`config.mk`:
```
export PLATFORM = sky130hd
export DESIGN_NAME = mem_dump_tx
export DESIGN_NICKNAME = d
export VERILOG_FILES = /design/src/rtl/mem_dump_tx.sv
export SDC_FILE = /design/constraint.sdc
export NUM_CORES = 1
export LEC_CHECK = 0
export ABC_AREA = 1
export BUFFER_PORTS_ARGS = -buffer_cell sky130_fd_sc_hd__clkbuf_2
export CAP_MARGIN = 20
export CORE_MARGIN = 2
export CORE_UTILIZATION = 35
export CTS_CLUSTER_DIAMETER = 200
export CTS_CLUSTER_SIZE = 40
export DETAILED_ROUTE_END_ITERATION = 10
export HOLD_SLACK_MARGIN = 0.15
export PLACE_DENSITY = 0.57
export SKIP_LAST_GASP = 1
export SLEW_MARGIN = 5
export SYNTH_ARGS = -nofsm -noshare
export SYNTH_HDL_FRONTEND = slang
export SYNTH_SLANG_ARGS = --single-unit
```
`constraint.sdc`:
```
create_clock -name clk -period 2.7 [get_ports clk]
set_input_delay 0.135 -clock clk [delete_from_list [all_inputs] [get_ports clk]]
set_output_delay 0.135 -clock clk [all_outputs]
set_load 0.02 [all_outputs]
```
`src/rtl/mem_dump_tx.sv`:
```
// Memory-to-UART dump engine: reads WORD_COUNT words from data memory
// and sends each as four 8N1 frames, LSB byte first, on Tx_Serial.
// Ports: clk, rst (async active-low), start (async level),
//   rd_addr/rd_en/rd_data (read port), busy, send_done, word_cnt,
//   Tx_Serial (UART line, idles high).
module mem_dump_tx #(
  parameter int          CLKS_PER_BIT = 868,
  parameter logic [31:0] BASE_ADDR    = 32'h0000_0000,
  parameter int          WORD_COUNT   = 256
) (
  input  logic        clk,
  input  logic        rst,
  input  logic        start,
  output logic [31:0] rd_addr,
  output logic        rd_en,
  input  logic [31:0] rd_data,
  output logic        busy,
  output logic        send_done,
  output logic [15:0] word_cnt,
  output logic        Tx_Serial
);

  if (WORD_COUNT < 1) begin : g_wc_chk
    $error("mem_dump_tx: WORD_COUNT must be >= 1");
  end
  if (CLKS_PER_BIT < 2) begin : g_cpb_chk
    $error("mem_dump_tx: CLKS_PER_BIT must be >= 2");
  end

  localparam int          TW   = $clog2(CLKS_PER_BIT);
  localparam logic [TW-1:0] TMAX = TW'(CLKS_PER_BIT - 1);
  localparam logic [31:0] WC   = 32'(WORD_COUNT);

  typedef enum logic [2:0] {
    IDLE, FETCH, LOAD, START, DATA, STOP, NEXT
  } state_t;

  state_t        state_q, state_d;
  logic [TW-1:0] tmr_q, tmr_d;
  logic [2:0]    bit_q, bit_d;
  logic [1:0]    byte_q, byte_d;
  logic [31:0]   sh_q, sh_d;
  logic [31:0]   cnt_q, cnt_d;
  logic [31:0]   addr_q, addr_d;
  logic [15:0]   wcnt_q, wcnt_d;
  logic          rd_en_q, rd_en_d;
  logic          tx_q, tx_d;
  logic          busy_q, busy_d;
  logic          done_q, done_d;
  logic [2:0]    sync_q;
  logic          start_rise;
  logic          tmr_last;

  // two sync flops plus one history flop for the edge detect
  always_ff @(posedge clk or negedge rst) begin
    if (!rst) sync_q <= 3'b000;
    else      sync_q <= {sync_q[1:0], start};
  end

  assign start_rise = sync_q[1] & ~sync_q[2];
  assign tmr_last   = (tmr_q == TMAX);

  always_ff @(posedge clk or negedge rst) begin
    if (!rst) begin
      state_q <= IDLE;
      tmr_q   <= '0;
      bit_q   <= '0;
      byte_q  <= '0;
      sh_q    <= '0;
      cnt_q   <= '0;
      addr_q  <= BASE_ADDR;
      wcnt_q  <= '0;
      rd_en_q <= 1'b0;
      tx_q    <= 1'b1;
      busy_q  <= 1'b0;
      done_q  <= 1'b0;
    end else begin
      state_q <= state_d;
      tmr_q   <= tmr_d;
      bit_q   <= bit_d;
      byte_q  <= byte_d;
      sh_q    <= sh_d;
      cnt_q   <= cnt_d;
      addr_q  <= addr_d;
      wcnt_q  <= wcnt_d;
      rd_en_q <= rd_en_d;
      tx_q    <= tx_d;
      busy_q  <= busy_d;
      done_q  <= done_d;
    end
  end

  always_comb begin
    state_d = state_q;
    tmr_d   = tmr_q;
    bit_d   = bit_q;
    byte_d  = byte_q;
    sh_d    = sh_q;
    cnt_d   = cnt_q;
    addr_d  = addr_q;
    wcnt_d  = wcnt_q;
    rd_en_d = 1'b0;
    tx_d    = tx_q;
    busy_d  = busy_q;
    done_d  = done_q;
    unique case (state_q)
      IDLE: begin
        if (start_rise) begin
          busy_d  = 1'b1;
          done_d  = 1'b0;
          cnt_d   = '0;
          wcnt_d  = '0;
          addr_d  = BASE_ADDR;
          rd_en_d = 1'b1;
          state_d = FETCH;
        end
      end
      FETCH: state_d = LOAD;
      LOAD: begin
        sh_d    = rd_data;
        byte_d  = '0;
        tmr_d   = '0;
        tx_d    = 1'b0;
        state_d = START;
      end
      START: begin
        if (tmr_last) begin
          tmr_d   = '0;
          bit_d   = '0;
          tx_d    = sh_q[0];
          state_d = DATA;
        end else begin
          tmr_d = tmr_q + TW'(1);
        end
      end
      DATA: begin
        if (tmr_last) begin
          tmr_d = '0;
          // shifting on every bit leaves the next byte in sh_q[7:0]
          sh_d  = sh_q >> 1;
          if (bit_q == 3'd7) begin
            tx_d    = 1'b1;
            state_d = STOP;
          end else begin
            bit_d = bit_q + 3'd1;
            tx_d  = sh_q[1];
          end
        end else begin
          tmr_d = tmr_q + TW'(1);
        end
      end
      STOP: begin
        if (tmr_last) begin
          tmr_d = '0;
          if (byte_q != 2'd3) begin
            byte_d  = byte_q + 2'd1;
            tx_d    = 1'b0;
            state_d = START;
          end else begin
            state_d = NEXT;
          end
        end else begin
          tmr_d = tmr_q + TW'(1);
        end
      end
      NEXT: begin
        cnt_d  = cnt_q + 32'd1;
        wcnt_d = (cnt_q >= 32'h0000_FFFF) ? 16'hFFFF
                                          : cnt_q[15:0] + 16'd1;
        addr_d = addr_q + 32'd4;
        if (cnt_q + 32'd1 == WC) begin
          busy_d  = 1'b0;
          done_d  = 1'b1;
          state_d = IDLE;
        end else begin
          rd_en_d = 1'b1;
          state_d = FETCH;
        end
      end
      default: state_d = IDLE;
    endcase
  end

  assign rd_addr   = addr_q;
  assign rd_en     = rd_en_q;
  assign busy      = busy_q;
  assign send_done = done_q;
  assign word_cnt  = wcnt_q;
  assign Tx_Serial = tx_q;

endmodule

```
-- Yosys cells after proc, flatten, opt, wreduce, memory -nomap -nowiden
Cells that the tools add are included.
- bits in registers: 137
- bits of input ports: 35
- output and inout bits: 52
- add/sub/neg operators: 6
- $lt $le $gt $ge: 1
- equal/unequal tests: 18
- muxes and demuxes: 40
- bitwise gates (word level): 2
- reductions and logical operators: 15
- operators with widths (operator ; number):
    case mux 32 bit (2 select lines) ; 3
    2-to-1 mux 32 bit ; 2
    adder 32 x 1 -> 32 bit, second input constant ; 1
    adder 32 x 3 -> 32 bit, second input constant ; 1
    equality test 32 x 9 -> 1 bit, second input constant ; 1
    >= comparator 32 x 16 -> 1 bit, second input constant ; 1
    2-to-1 mux 16 bit ; 2
    case mux 16 bit (2 select lines) ; 1
    2-to-1 mux 3 bit ; 9
    case mux 3 bit (7 select lines) ; 1
    case mux 10 bit (2 select lines) ; 1
    != test 2 bit, second input constant ; 9
    adder 16 x 1 -> 16 bit, second input constant ; 1
    equality test 3 bit, second input constant ; 4
    2-to-1 mux 1 bit ; 12
    adder 10 x 1 -> 10 bit, second input constant ; 1
    equality test 10 bit, second input constant ; 1
    2-to-1 mux 10 bit ; 1
    AND reduction 5 bit ; 2
    nonzero test 2 bit ; 5
    equality test 3 x 2 -> 1 bit, second input constant ; 2
    case mux 1 bit (2 select lines) ; 3
    case mux 3 bit (2 select lines) ; 1
    AND reduction 3 bit ; 2
    13 further kinds ; 15

-- Depth between registers and ports, before layout
Gate-level depths: netlist (run 1).
- depth after elaboration: 4
- gate-level depth with buffers: 17
- gate-level depth less buffers: 17

-- Worst setup path after synthesis (run 1)
No wires, ideal clock.
- path type: reg-to-reg
- start point: register addr_q[2], in the netlist rd_addr[2]
- end point: register addr_q[30], in the netlist rd_addr[30]
- library setup time: 121 ps
- arrival time: 1860 ps
- path slack: 719 ps
- stages on the path, launching flop included: 13
- buffers on the path: 0
- cells stage by stage: dfrtp_1 ha_1 nand3_1 nor3_2 nand3_1 inv_1 nand4_1 nor2_1 inv_1 nor2_1 nand3_1 nor2_1 a21oi_1
- word-level cells in the longest chain between the ends: 2
- RTL lines (what ; RTL line ; text):
    start, declared ; 44 ; logic [31:0] addr_q, addr_d;
    start signal, assigned ; 84 ; addr_q <= addr_d;
    adder 32 x 3 -> 32 bit ; 170 ; addr_d = addr_q + 32'd4;
    case mux 32 bit (2 select lines) ; 106 ; unique case (state_q)
No other way between the ends.
A chain may end at the register's enable or synchronous reset.

-- Worst setup path in the final report (run 1)
- start point: register cnt_q[0]
- end point: register busy_q, in the netlist busy
- word-level cells in the longest chain between the ends: 4
- RTL lines (what ; RTL line ; text):
    start, declared ; 43 ; logic [31:0] cnt_q, cnt_d;
    start signal, assigned ; 83 ; cnt_q <= cnt_d;
    adder 32 x 1 -> 32 bit ; 171 ; if (cnt_q + 32'd1 == WC) begin
    equality test 32 x 9 -> 1 bit ; 171 ;
    != test 2 bit (no source line) ; - ;
    AND reduction 3 bit (no source line) ; - ;
    end signal, assigned ; 88 ; busy_q <= busy_d;
    end, declared ; 48 ; logic busy_q, busy_d;
No other way between the ends.

==> results of run 1 <==
-- Yosys cell counts, types with 6 or more instances --
cell	count
a21oi_1	21
clkbuf_1	22
dfrtp_1	134
ha_1	7
inv_1	129
nand2_1	274
nand2_2	8
nand3_1	71
nand4_1	8
nor2_1	91
nor2_2	7
nor3_1	12
nor4_1	6
o211ai_1	35
o21ai_0	80
o22ai_1	18
-- metal layers --
metal,track usage (%),part of all wire [%],vias up,wire (um)
li1,-,-,3444,-
met1,24.4,48,3106,9110
met2,29.7,46,130,8830
met3,4.29,4.1,28,791
met4,5.86,2.0,0,377
met5,0,0,-,0
-- repair_timing --
action	4_1_cts	5_1_grt
endpoints found under the hold margin	94	0
hold buffers	34	0
endpoints found under the setup margin	0	0
buffers inserted	0	0
-- state kept, by name (all words and copies together), names as in the netlist --
register / cells
word_cnt: 16
busy: 1
byte_q: 2
Tx_Serial: 1
sync_q: 3
rd_addr: 30
tmr_q: 10
state_q: 3
rd_en: 1
send_done: 1
sh_q: 32
bit_q: 3
cnt_q: 32
-- cells by family (layout without fill, tap and decap cells) --
family,Yosys count,count (layout),synth area share [%]
muxes,4,4,0.567
buffers and inverters,163,299,8.64
other,1,2,0.0515
xor gates and xnor gates,5,5,0.601
and+or+nand+nor,492,492,28.8
adders and majority gates,7,7,1.20
AOI/OAI and AO/OA,171,171,13.8
DFF,135,135,46.4
-- power groups by stage --
stage / logic [mW] / registers (mW) / clock network [mW]
2_1_floorplan: 0.877 / 2.55 / 0
3_3_place_gp: 1.32 / 2.54 / 0
3_5_place_dp: 1.34 / 2.55 / 0
4_1_cts: 1.38 / 2.51 / 2.44
5_1_grt: 1.58 / 2.55 / 2.54
6_report: 1.37 / 2.51 / 2.40
-- cell type report --
type                            instances  area [um2]  share of cell area [%]
Clock buffer                           17         425                    4.71
Tap cell                              270         338                    3.74
Multi-Input combinational cell        681        3290                    36.5
Inverter                              133         499                    5.52
Clock inverter                         15         176                    1.95
Sequential cell                       135        3380                    37.4
Timing Repair Buffer                  134         925                    10.2
-- how the worst max path moves through the flow --
stage	end	slack, ps	cells after the start
after floorplan	rd_addr[30]	720	12
after global placement	busy	520	12
after detailed placement	busy	450	14
after CTS	busy	430	14
after global routing	state_q[0]	160	16
final	busy	410	14
==> results.yml, run 1 <==
finish:
  antennaDiodeCount: 0
  fillCellCount: 2077
  final_util_pct: 44.5
  fin_area_um2: 9040
  nets: 1144
  synthToLayoutAreaGrowth_pct: 24.1
  fin_cells: 1385
  final_common_cell: "nand2_1"
  final_cell_mix: "nand2_1 (274), dfrtp_1 (134), inv_1 (129)"
  drive_gt1_share_pct: 14.9
timing:
  maxSlewHeadroom_pct: 57.8
  worst_pin_slew_ps: 633
  finalMaxSlewViolations: 0
  holdWs_ps: 294
  max_freq_mhz: 437
  hold_viol: 0
  finalCriticalPeriod_ps: 2290
  fin_crit_sh_pct: 84.7
  setup_viol: 0
  tns_ps: 0
  setup_ws_ps: 413
  skew_ps: 6.74
  rsz0062_at_grt: "no"
pwr:
  sw_frac_of_total_pct: 32.0
  p_sw_mw: 2.01
  seqPwrFrac_pct: 40.0
  clock_power_share_pct: 38.3
  vdd_ir_drop_max_mv: 0.406
  leakage_nw: 4.26
  totalPowerFinal_mw: 6.28
  p_comb_share_pct: 21.8
  pwr_density_cell_nw_per_um2: 695
  p_int_mw: 4.27
critical_path:
  r2r_end: "busy"
  ff2ff_path_depth: 14
  r2r_slack_ps: 410
  cp_common_cell: "nand2_1"
  path_class: "reg2reg"
  critPathLaunch: "cnt_q[0]"
  path_buf_inv: 2
  endpoint_kind: "flop"
  timing.rr.start: "cnt_q[0]"
  critPathArrivalTime_ps: 2600
  crit_fanout: 7
  startpoint_type: "flop"
  max_stage_delay_ps: 450
  cpLargestDelayFamily: "simple AND/OR/NAND/NOR gates"
  path_cells: "ha_1, inv_1, nor2_2, nand2_2, o21ai_0, nand2_1, nor2_1, nand2_1, nor3_1, nand2_1, nor2_1, nand3_1, nand2_1, inv_1"
  critical_path_required_ps: 3020
  cp_slowest_cell: "dfrtp_1"
clock_network:
  ctsHtreeMaxLevel: 4
  cts-root-buf: "clkbuf_16"
  cts_made_buffers: 17
  cts_buffer_depth: 2
  clk_pin_slew_ps: 60
  clk_latency_ps: 420
  cts.sinks: 135
  cts_tree: "done"
  post_cts_resized: 0
synth:
  synthArstFlopShare_pct: 100
  ys_ff_latch: 135
  synth.yosys.seq_area_share_pct: 46.4
  synth_flop_cell: "dfrtp_1"
  synth_area_um2: 7280
  avgSynthCellArea_um2: 7.45
  ys_types: 41
  synth_edf_count: 0
  syn_inst: 978
  synth_top_area_cell: "dfrtp_1"
  synth_warnings: 0
  yosys-top-cells-area: "dfrtp_1 (46%), nand2_1 (14%), inv_1 (6.6%), o21ai_0 (5.5%), nand3_1 (4.9%)"
  synth_top_area_share_pct: 46.0
global_routing:
  grt_pass1_wl_um: 32400
  grt_usage_pct: 18.3
  overflow: 0
  antenna_found_initial: 0
  grt_pass1_vias: 6568
  grt_max_degree: 66
drt:
  detail-route-antenna-nets: 0
  drt-initial-drc-count: 366
  wirelength_um: 19100
  via_per_inst: 4.84
  dr.pass1.iters: 5
  drc: 0
  via_count: 6708
  route.detailed.wl_per_inst_um: 13.8
floorplan:
  dieWidth_um: 148
  initial_core_util_pct: 35.9
  die_h_um: 148
  coreArea_um2: 20300
  fp.dieArea_um2: 22000
  rows: 52
  num_io_pins: 87
place:
  placed_area_um2: 8100
  gpl.final_weighted_congestion: 0.907
  dp_hpwl_um: 13400
  dpl.cell_count: 1319
  place_ws_ps: 448
  port_buffers: 84
run_status:
  outcome: "finished, final reports clean"
flow_run:
  maxCapViolations: 0
worst_hold_path:
  min_path_type: "in2async"
Power figures use the tool's default switching activity.
==> inputs of run 2 (changes only) <==
- ABC_AREA: 1 -> 0
- PLACE_DENSITY: 0.57 -> 0.58
- clock period: 2.7 -> 1.86 ns (I/O delays scaled with it)
==> results.yml, run 2 <==
clock_network:
  clk_latency_ps: 430
  clk_pin_slew_ps: 70
  cts_made_buffers: 17
  cts-root-buf: "clkbuf_16"
  ctsHtreeMaxLevel: 4
  cts_buffer_depth: 2
  cts.sinks: 135
  cts_tree: "done"
pwr:
  totalPowerFinal_mw: 8.94
  leakage_nw: 5.08
  pwr_density_cell_nw_per_um2: 803
  vdd_ir_drop_max_mv: 0.607
synth:
  avgSynthCellArea_um2: 9.16
  yosys-top-cells-area: "dfrtp_1 (46%), mux2i_1 (6.4%), o21ai_0 (5.3%), nand2_1 (4.7%), nor2_1 (3.7%)"
  synth_edf_count: 0
  synth_warnings: 0
  syn_inst: 799
  synthArstFlopShare_pct: 100
  synth_flop_cell: "dfrtp_1"
  ys_ff_latch: 135
  synth_top_area_share_pct: 45.8
  ys_types: 61
  synth_area_um2: 7320
  yosys-top-cells-count: "dfrtp_1 (134), nand2_1 (91), o21ai_0 (77)"
  synth.yosys.seq_area_share_pct: 46.2
  synth_top_area_cell: "dfrtp_1"
  yosysMostFrequentCell: "dfrtp_1"
drt:
  wirelength_um: 21400
  drt-initial-drc-count: 350
  route.detailed.wl_per_inst_um: 16.1
  via_per_inst: 5.22
  detail-route-antenna-nets: 0
  via_count: 6959
  drc: 0
  dr.pass1.iters: 5
critical_path:
  crit_fanout: 5
  ff2ff_path_depth: 9
  critPathLaunch: "cnt_q[1]"
  critPathArrivalTime_ps: 2660
  timing.rr.start: "cnt_q[1]"
  path_class: "reg2reg"
  endpoint_kind: "flop"
  startpoint_type: "flop"
  critical_path_required_ps: 2170
timing:
  finalCriticalPeriod_ps: 2350
  rsz0062_at_grt: "yes"
  hold_viol: 0
  skew_ps: 13.2
  finalMaxSlewViolations: 0
  holdWs_ps: 168
  setup_viol: 43
  fin_crit_sh_pct: 126
  setup_ws_ps: -487
  max_freq_mhz: 426
flow_run:
  maxCapViolations: 0
floorplan:
  fp.dieArea_um2: 22100
  rows: 52
  dieWidth_um: 149
  num_io_pins: 87
  die_h_um: 149
  coreArea_um2: 20400
  initial_core_util_pct: 35.9
finish:
  nets: 1093
  antennaDiodeCount: 0
  final_common_cell: "buf_4"
  final_util_pct: 54.6
  fin_cells: 1334
  drive_gt1_share_pct: 40.8
  fin_area_um2: 11100
  synthToLayoutAreaGrowth_pct: 52.1
  final_cell_mix: "buf_4 (127), dfrtp_1 (121), nand2_1 (84)"
worst_hold_path:
  min_path_type: "in2async"
run_status:
  outcome: "finished with violations"
  violations: "setup timing"
place:
  gpl.final_weighted_congestion: 0.844
  placed_area_um2: 9050
  dp_hpwl_um: 13100
  dpl.cell_count: 1233
  port_buffers: 84
global_routing:
  overflow: 0
  grt_pass1_vias: 6607
  grt_max_degree: 62
  grt_usage_pct: 18.8
  grt_pass1_wl_um: 33600
  antenna_found_initial: 0
[run 2: changes by cell type after synthesis, sizes merged, moves of 17 or more]
cell    delta
and3      +17
inv      -126
nand3     -31
mux2i     +44
a21oi     +31
nor2      -30
buf       +21
o211ai    -34
o22ai     -17
nand2    -190
[run 2: cell families (layout without fill, tap and decap cells)]
kind of cell               after synthesis  in the layout  share of synthesized area (%)
buffers and inverters                   66            329                           4.33
xor gates and xnor gates                27             27                           3.23
and+or+nand+nor                        315            316                           22.2
DFF                                    135            135                           46.2
other                                    1              2                         0.0513
adders and majority gates                7              7                           1.20
AOI/OAI and AO/OA                      200            200                           16.2
muxes                                   48             48                           6.58
[run 2: metal layers]
layer,up-vias,global-route usage [%],wire length [um]
met5,-,0,0
met4,0,5.57,302
met3,26,2.94,780
met2,144,31.1,10600
met1,3412,25.5,9730
li1,3377,-,-
[run 2: what timing repair did]
item                                   in CTS  in global routing
setup endpoints to repair                  76                106
setup buffers                              16                 15
endpoints found under the hold margin     167                  0
cloned                                      7                  2
hold buffers                               34                  0
pin swaps                                  12                 57
gates resized for setup                    46                156
[run 2: worst paths after layout]
path	slack, ps	end
hold / removal	170	cnt_q[10]
min in group clk	350	sync_q[0]
max in group asynchronous	1080	rd_addr[7]
setup / recovery	-490	busy
hold reg to reg	350	sync_q[1]
setup reg to reg	-490	busy
[run 2: final cells by class]
type | instances | area, um2
repair buffers | 291 | 2390
well taps | 270 | 338
fillers | 1763 | 9240
multi-input cells | 600 | 4360
clock inverters | 14 | 189
clock buffers | 18 | 429
inverters | 6 | 22.5
flip-flops and latches | 135 | 3400
[run 2: through the flow]
stage,TNS (ps),setup slack (ps)
5_1_grt,-8880,-581
3_5_place_dp,-6460,-535
6_report,-3540,-487
4_1_cts,-2400,-408
2_1_floorplan,-2860,-423
3_3_place_gp,-5240,-461
[run 2: report_power, final]
group	internal (mW)	total, mW	switching, mW
registers	3.35	3.68	0.334
logic	0.862	1.66	0.796
clock network	2.15	3.60	1.45
total	6.36	8.94	2.58
[run 2: critical path, cell delays in order, from the launching register on]
cell     delay [ps]
dfrtp_2         430
ha_4            180
and3_4          230
nand4_4         120
or3_4           370
xnor2_1         160
nor4_2          290
buf_4           180
and4_4          240
a21oi_1          60
==> inputs of run 3 (changes only) <==
- ABC_AREA: 0 -> 1
- CORE_MARGIN: 2 -> unset
==> results.yml, run 3 (synthesized netlist as in run 1, its figures left out) <==
place:
  dp_hpwl_um: 14400
  port_buffers: 84
  dpl.cell_count: 1417
  place_ws_ps: -319
  gpl.final_weighted_congestion: 0.984
  placed_area_um2: 8890
finish:
  fillCellCount: 1956
  regArea_um2: 3380
  drive_gt1_share_pct: 29.3
  final_common_cell: "nand2_1"
  final_util_pct: 51.3
  nets: 1265
  fin_area_um2: 10400
  multiInputGateArea_um2: 3620
  antennaDiodeCount: 0
  fin_cells: 1506
  final_cell_mix: "nand2_1 (260), dfrtp_1 (130), buf_4 (125)"
  synthToLayoutAreaGrowth_pct: 43.0
timing:
  max_freq_mhz: 489
  setup_viol: 5
  holdWs_ps: 155
  setup_ws_ps: -184
  rsz0062_at_grt: "yes"
  fin_crit_sh_pct: 110
  skew_ps: 14.1
  hold_viol: 0
  tns_ps: -503
  finalMaxSlewViolations: 0
  finalCriticalPeriod_ps: 2040
critical_path:
  path_class: "reg2reg"
  critical_path_required_ps: 2180
  crit_fanout: 5
  endpoint_kind: "flop"
  startpoint_type: "flop"
  critPathArrivalTime_ps: 2360
clock_network:
  cts-root-buf: "clkbuf_16"
  cts.sinks: 135
  cts_buffer_depth: 2
  cts_made_buffers: 17
  clk_latency_ps: 430
  cts_tree: "done"
  ctsHtreeMaxLevel: 4
  clk_pin_slew_ps: 60
drt:
  route.detailed.wl_per_inst_um: 14.0
  via_per_inst: 4.84
  detail-route-antenna-nets: 0
  dr.pass1.iters: 4
  via_count: 7296
  wirelength_um: 21100
  drc: 0
  drt-initial-drc-count: 393
pwr:
  leakage_nw: 4.95
  vdd_ir_drop_max_mv: 0.745
  pwr_density_cell_nw_per_um2: 938
  totalPowerFinal_mw: 9.77
floorplan:
  num_io_pins: 87
  coreArea_um2: 20300
  dieWidth_um: 146
  die_h_um: 146
  initial_core_util_pct: 35.9
  rows: 52
  fp.dieArea_um2: 21400
global_routing:
  grt_max_degree: 65
  overflow: 0
  grt_usage_pct: 20.3
  grt_pass1_wl_um: 34700
  antenna_found_initial: 0
  grt_pass1_vias: 7082
run_status:
  outcome: "finished with violations"
  violations: "setup timing"
flow_run:
  maxCapViolations: 0
worst_hold_path:
  min_path_type: "in2async"
[run 3: changes by cell type in the layout (fill, tap and decap cells not counted), moves of 15 or more]
cell / delta
a21oi_2: -30
nand2_1: +176
o211ai_1: +34
nor2_2: +19
nand2_2: +17
buf_6: -30
nand3_1: +22
inv_1: +116
nor2_1: +15
o21ai_0: +18
mux2i_1: -44
o22ai_1: +17
[run 3: layout make-up]
type / count / area share, %
clock buffer: 18 / 4.22
sequential: 135 / 32.5
clock inverter: 14 / 1.86
timing repair buffer: 255 / 18.6
inverter: 133 / 4.85
multi-input combinational: 681 / 34.7
tap: 270 / 3.24
[run 3: repair_timing]
action                                  4_1_cts  5_1_grt
endpoints found under the hold margin       167        0
pin swaps                                    23       26
gates cloned                                  0        2
hold buffers                                 34        0
resized for setup                            44       52
setup buffers                                10       14
endpoints found under the setup margin        7       69
[run 3: worst paths after layout]
path	to	cells after the start	slack, ps	start
max	busy	15	-180	cnt_q[1]
min	cnt_q[28]	2	150	rst
max reg2reg	busy	15	-180	cnt_q[1]
min reg2reg	sync_q[1]	0	350	sync_q[0]
max in group asynchronous	cnt_q[9]	3	1070	rst
min in group clk	sync_q[0]	2	310	start
[run 3: worst max-delay path, stage by stage, from the launching register on]
cell,delay [ps]
dfrtp_1,380
ha_2,210
inv_2,50
nor2_4,110
nand2_4,100
buf_6,130
nand2_2,40
nand2_1,60
inv_2,70
nand4_1,190
nor3_2,210
nand2_1,70
nor2_1,80
nand3_1,120
nand2_1,80
inv_1,40
[run 3: where the power goes]
part,switching (mW),total (mW),internal (mW)
clock,1.41,3.71,2.29
combinational,1.45,2.41,0.960
sequential,0.231,3.66,3.42
total,3.09,9.77,6.68
[run 3: per-layer routing]
metal,global-route usage (%),vias up,routed length [um]
met5,0,-,0
met4,6.88,0,327
met3,4.03,22,778
met2,32.8,136,10100
met1,27.2,3448,9910
li1,-,3690,-
